$ cat src/rtl/shift_unit_ctrl.sv
// Multicycle sequencer for the shift datapath: steps LOAD -> SHIFT -> WB per accepted op
// and drives the shift-amount mux, shifter data-source select and shifter command.
module shift_unit_ctrl #(
    parameter int CMD_W = 3,
    parameter int SEL_W = 3
) (
    input  logic             clk,
    input  logic             reset,
    input  logic             start,
    input  logic [2:0]       op,
    input  logic             flush,
    output logic [SEL_W-1:0] amt_sel,
    output logic             data_sel,
    output logic [CMD_W-1:0] shift_cmd,
    output logic             busy,
    output logic             done,
    output logic             reg_wr,
    output logic             err
);

    localparam logic [2:0] OP_SLL     = 3'b000;
    localparam logic [2:0] OP_SRL     = 3'b001;
    localparam logic [2:0] OP_SRA     = 3'b010;
    localparam logic [2:0] OP_SLLV    = 3'b011;
    localparam logic [2:0] OP_SRLV    = 3'b100;
    localparam logic [2:0] OP_SRAV    = 3'b101;
    localparam logic [2:0] OP_LUI     = 3'b110;
    localparam logic [2:0] OP_ILLEGAL = 3'b111;

    localparam logic [SEL_W-1:0] AMT_SHAMT   = SEL_W'(3'b000);
    localparam logic [SEL_W-1:0] AMT_REGB    = SEL_W'(3'b010);
    localparam logic [SEL_W-1:0] AMT_CONST16 = SEL_W'(3'b100);

    localparam logic [CMD_W-1:0] CMD_NOP   = CMD_W'(3'b000);
    localparam logic [CMD_W-1:0] CMD_LOAD  = CMD_W'(3'b001);
    localparam logic [CMD_W-1:0] CMD_SLEFT = CMD_W'(3'b010);
    localparam logic [CMD_W-1:0] CMD_SRL   = CMD_W'(3'b011);
    localparam logic [CMD_W-1:0] CMD_SRA   = CMD_W'(3'b100);

    typedef enum logic [1:0] {
        IDLE,
        LOAD,
        SHIFT,
        WB
    } state_t;

    state_t           state;
    state_t           stateNext;
    logic [2:0]       opLatched;
    logic [2:0]       opNext;
    logic [SEL_W-1:0] amtSelNext;
    logic             dataSelNext;
    logic [CMD_W-1:0] shiftCmdNext;
    logic             busyNext;
    logic             doneNext;
    logic             regWrNext;
    logic             errNext;

    function automatic logic [SEL_W-1:0] amtSelFor(input logic [2:0] code);
        case (code)
            OP_SLLV, OP_SRLV, OP_SRAV: amtSelFor = AMT_REGB;
            OP_LUI:                    amtSelFor = AMT_CONST16;
            default:                   amtSelFor = AMT_SHAMT;
        endcase
    endfunction

    function automatic logic dataSelFor(input logic [2:0] code);
        dataSelFor = (code == OP_LUI);
    endfunction

    function automatic logic [CMD_W-1:0] shiftCmdFor(input logic [2:0] code);
        case (code)
            OP_SRL, OP_SRLV: shiftCmdFor = CMD_SRL;
            OP_SRA, OP_SRAV: shiftCmdFor = CMD_SRA;
            default:         shiftCmdFor = CMD_SLEFT;
        endcase
    endfunction

    // Next-state and next-output decode; selects hold unless a new op is accepted
    always_comb begin
        stateNext    = state;
        opNext       = opLatched;
        amtSelNext   = amt_sel;
        dataSelNext  = data_sel;
        shiftCmdNext = CMD_NOP;
        busyNext     = 1'b0;
        doneNext     = 1'b0;
        regWrNext    = 1'b0;
        errNext      = 1'b0;

        if (flush) begin
            stateNext = IDLE;
        end else begin
            case (state)
                IDLE: begin
                    if (start) begin
                        if (op == OP_ILLEGAL) begin
                            errNext = 1'b1;
                        end else begin
                            stateNext    = LOAD;
                            opNext       = op;
                            amtSelNext   = amtSelFor(op);
                            dataSelNext  = dataSelFor(op);
                            shiftCmdNext = CMD_LOAD;
                            busyNext     = 1'b1;
                        end
                    end
                end
                LOAD: begin
                    stateNext    = SHIFT;
                    shiftCmdNext = shiftCmdFor(opLatched);
                    busyNext     = 1'b1;
                end
                SHIFT: begin
                    stateNext = WB;
                    busyNext  = 1'b1;
                    doneNext  = 1'b1;
                    regWrNext = 1'b1;
                end
                WB: begin
                    stateNext = IDLE;
                end
                default: begin
                    stateNext = IDLE;
                end
            endcase
        end
    end

    always_ff @(posedge clk or negedge reset) begin
        if (!reset) begin
            state     <= IDLE;
            opLatched <= OP_SLL;
            amt_sel   <= AMT_SHAMT;
            data_sel  <= 1'b0;
            shift_cmd <= CMD_NOP;
            busy      <= 1'b0;
            done      <= 1'b0;
            reg_wr    <= 1'b0;
            err       <= 1'b0;
        end else begin
            state     <= stateNext;
            opLatched <= opNext;
            amt_sel   <= amtSelNext;
            data_sel  <= dataSelNext;
            shift_cmd <= shiftCmdNext;
            busy      <= busyNext;
            done      <= doneNext;
            reg_wr    <= regWrNext;
            err       <= errNext;
        end
    end

endmodule

$ cat config.mk
export PLATFORM = sky130hd
export DESIGN_NAME = shift_unit_ctrl
export DESIGN_NICKNAME = d
export VERILOG_FILES = /design/src/rtl/shift_unit_ctrl.sv
export SDC_FILE = /design/constraint.sdc
export NUM_CORES = 1
export LEC_CHECK = 0
export ABC_AREA = 1
export CORE_UTILIZATION = 40
export CTS_CLUSTER_SIZE = 12
export DETAILED_ROUTE_END_ITERATION = 10
export PLACE_DENSITY = 0.75
export SYNTH_ARGS = -nofsm -noshare
export SYNTH_HDL_FRONTEND = slang
export SYNTH_SLANG_ARGS = --single-unit
$ cat constraint.sdc
create_clock -name clk -period 1.6 [get_ports clk]
set_input_delay 0.24 -clock clk [delete_from_list [all_inputs] [get_ports clk]]
set_output_delay 0.24 -clock clk [all_outputs]
set_load 0.02 [all_outputs]
# == Word level (Yosys, flattened, before mapping) ==
# Index checks and enable logic that the tools add are counted.
# totals
ff_bits,15
input_bits,7
word_cells,51
# classes
eq_ne,14
n_mux,20
n_bitwise,2
n_reduce_logical,7
# op_table
cell,n
$eq 3x3->1 const B,6
$pmux 3 s2,3
$mux 1,11
$pmux 2 s4,1
$eq 3x2->1 const B,2
$mux 2,3
$ne 3x3->1 const B,2
$reduce_or 2->1,3
$eq 2x2->1 const B,2
$reduce_and 4->1,1
$eq 3x1->1 const B,1
$mux 3,1
$reduce_or 3->1,1
$eq 2x1->1 const B,1
$logic_not 2->1,1
$not 1->1,2
$pmux 1 s2,1
$reduce_and 2->1,1

# == Logic depth before layout (Yosys ltp) ==
# depth
depth_word,5
depth_mapped,7
depth_no_buf,7

# == Least setup slack after synthesis ==
# OpenSTA, ideal clock, no wires.
# synth_timing
path_type,reg2reg
start,register state[0]
end,register amt_sel[1]
setup_time_ns,0.127
arrival_time_ns,1.091
slack_ns,0.383
stages_incl_launch_ff,8
n_path_buf,0
synth_period_minus_slack_ns,1.217
cell_sequence,dfrtp_1 -> inv_1 -> ha_1 -> nand2_1 -> nor2_4 -> nand2_2 -> nand2_1 -> o21ai_0
# synth_via
elab_chain_len,2
# synth_lines
element,line,text
"start, declared",47,state_t state;
"start signal, assigned",142,state <= stateNext;
$logic_not 2->1,94,case (state)
$reduce_and 4->1 (no line),n/a,
"end signal, assigned",144,amt_sel <= amtSelNext;
"end, declared",12,"output logic [SEL_W-1:0] amt_sel,"
# Every way passes these cells.
# A chain may end at the register's enable or synchronous reset.

# == Worst setup path in the final report ==
# layout_timing
start,register amt_sel[1]
end,output port amt_sel[1]
# No word-level cell between the ends.

==> impl_metrics.yaml <==
yosys:
  synthDominantAreaCellType: "sky130_fd_sc_hd__dfrtp_1"
  synth_fp_nets: 92
  synth.top_cells.by_count: "27 x sky130_fd_sc_hd__nand2_1, 14 x sky130_fd_sc_hd__dfrtp_1, 12 x sky130_fd_sc_hd__inv_1"
  synth.ff_latch_count: 14
  synth.top_cells.by_area: "sky130_fd_sc_hd__dfrtp_1 51%, sky130_fd_sc_hd__nand2_1 15%, sky130_fd_sc_hd__ha_1 7.3%, sky130_fd_sc_hd__inv_1 6.6%, sky130_fd_sc_hd__nand3_1 3.6%"
  syn-cell-area_um2: 686
  synth.yosys.seq_area_share_pct: 51.1
  cell_with_the_most_instances_after_synthesis: "sky130_fd_sc_hd__nand2_1"
  ys.flop_type: "sky130_fd_sc_hd__dfrtp_1"
  number_of_enable_flip_flop_cells_after_synthesis: 0
  syn_inst: 81
  synth.yosys.warnings: 0
  yosysUniqueCellTypes: 16
  syn_area_per_cell_um2: 8.46
  postSynth.asyncResetShare_pct: 100
  yosys.area.top_type_share_pct: 51.1
clock_network:
  cts_setup_buffers: 0
  clk_lat_worst_skew_ns: 0.29
  clock_h_tree_levels: 1
  cts_root_buf: "sky130_fd_sc_hd__clkbuf_4"
  cts_tree: "done"
  path_clk_slew_ns: 0.09
  cts_resized: 0
  cts_max_path_buffers: 2
  tritoncts.num_buffers: 3
  clock_sinks: 14
  post_cts_hold_fix_bufs: 0
route:
  routed-wl-met3_um: 71
  postRouteAntennaNets: 0
  vias_per_cell: 4.87
  route.top_layer_used: "met4"
  wl_met1_um: 573
  met2_wirelength_um: 550
  detail_route.wirelength_um: 1240
  drc: 4
  route.vias.total: 565
  detailedRoute.firstIterationViolations: 20
  routed_wire_per_std_cell_um: 10.7
  first_pass_iters: 7
worst_setup_path:
  critical_path.cell_chain: "clkdlybuf4s50_1"
  worst_path_max_delay_cell: "sky130_fd_sc_hd__clkdlybuf4s50_1"
  crit_path_end_kind: "output port"
  crit_path_max_incr_delay_ns: 0.61
  critical_path_required_ns: 1.36
  critical-path-top-delay-family: "buffers and inverters"
  r2r_slack_ns: 0.20
  cp_buf_inv_count: 1
  worstPathArrival_ns: 1.25
  worst_setup_path_start_kind: "flip-flop"
  critPathKind: "reg2out"
  critPathMaxFanout: 2
floorplanning:
  floorplan.die.width_um: 43.4
  coreArea_mm2: 0.00156
  die_height_um: 43.4
  starting_density_of_the_core_pct: 44.0
  top_level_ports: 18
  placement_rows: 14
  die-area_mm2: 0.00188
global_route:
  grt_start_max_net_pins: 15
  antenna_found_initial: 0
  global_route.usage.total_pct: 16.8
  vias_in_the_first_global_route: 516
  global_route_wire_length_before_repair_um: 2150
  grt_overflow_total: 0
flow_run:
  max_cap_violations: 0
final_layout:
  nets_final: 112
  post-route-util_pct: 57.4
  final_layout_size_suffix_gt1_share_pct: 8.00
  area_growth_syn_to_layout_pct: 30.5
  n_antenna_cell: 0
  fillCellCount: 137
timing:
  report.final.hold_viol_count: 0
  timing.fmax_mhz: 672
  rsz_0062_raised_after_global_routing: "false"
  finalSetupTns_ns: 0
  skew_ns: 0.00811
  min_cycle_time_layout_ns: 1.49
  timing.final.setup_violations: 0
  slew_violations: 0
  min_period_over_period_pct: 92.9
place:
  count_of_buffers_inserted_at_the_top_level_ports: 16
  half_perimeter_wire_length_of_the_detailed_placement_result_um: 928
  routabilityCongestion: 0.821
power:
  leakagePower_nw: 0.468
  pwr_density_cell_mw_per_mm2: 1380
  vdd.ir_drop.worst_mv: 0.763
min_path:
  hold_path.class: "in2async"
run_status:
  outcome: "finished, violations left"
  violations_in_the_final_reports: "design-rule violations"
cells by family after synthesis:
family	share of synthesized area [%]
compound gates	4.38
flops	51.1
other cells	0.547
simple gates	27.9
fa+ha+maj	7.30
buf+inv	8.76
power breakdown:
group | switching [mW] | total (mW) | internal (mW)
clock network | 0.121 | 0.260 | 0.139
registers | 0.0673 | 0.519 | 0.452
logic | 0.259 | 0.457 | 0.198
state kept, by name, indices dropped and copies added, names as in the netlist:
register and cells:
amt_sel 2, err 1, opLatched 3, shift_cmd 3
state 2, reg_wr 1, busy 1, data_sel 1
area by class of cell:
class	count	area [um2]	share of cell area, %
Tap cell	16	20.0	2.24
Timing Repair Buffer	17	168	18.7
Inverter	12	45.0	5.03
Clock buffer	4	36.3	4.06
Sequential cell	14	350	39.2
Multi-Input combinational cell	53	275	30.8
routing by layer:
layer,up-vias,GRT usage [%]
li1,284,-
met1,257,18.8
met2,19,24.5
met3,5,7.50
met4,0,13.8
met5,-,0
through the flow:
step	worst slack (ns)	hold slack (ns)	instance area (um2)	power, mW	instances
final	0.113	0.246	895	1.24	116
after global routing	0.0601	0.258	895	1.32	116
after CTS	0.100	0.250	895	1.25	116
after detailed placement	0.185	0.471	858	0.983	112
after global placement	0.215	0.472	858	0.970	112
after floorplan	0.383	-0.0556	686	0.799	81
placed cells by master, fill, tap and decap left out:
master / instances
sky130_fd_sc_hd__clkdlybuf4s50_1: 16
sky130_fd_sc_hd__dfrtp_1: 14
sky130_fd_sc_hd__clkbuf_8: 1
sky130_fd_sc_hd__nand3_1: 5
sky130_fd_sc_hd__nand2_1: 27
sky130_fd_sc_hd__inv_1: 12
sky130_fd_sc_hd__conb_1: 1
sky130_fd_sc_hd__nor3_1: 1
sky130_fd_sc_hd__a21oi_1: 4
sky130_fd_sc_hd__ha_1: 4
sky130_fd_sc_hd__nand4_1: 1
sky130_fd_sc_hd__buf_4: 1
sky130_fd_sc_hd__nor2_4: 1
sky130_fd_sc_hd__clkbuf_4: 3
sky130_fd_sc_hd__o21ai_1: 1
sky130_fd_sc_hd__nand2_2: 1
sky130_fd_sc_hd__nor2_1: 5
sky130_fd_sc_hd__nand3_4: 1
sky130_fd_sc_hd__o21ai_0: 1
final timing paths:
kind / startpoint / endpoint / depth (start not counted)
min in group clk: data_sel / data_sel / 2
hold / removal: reset / shift_cmd[2] / 2
max in group asynchronous: reset / amt_sel[1] / 2
hold reg to reg: data_sel / data_sel / 2
setup / recovery: amt_sel[1] / amt_sel[1] / 1
setup reg to reg: state[0] / amt_sel[1] / 7
No activity file was read; power rests on OpenSTA's default activity.
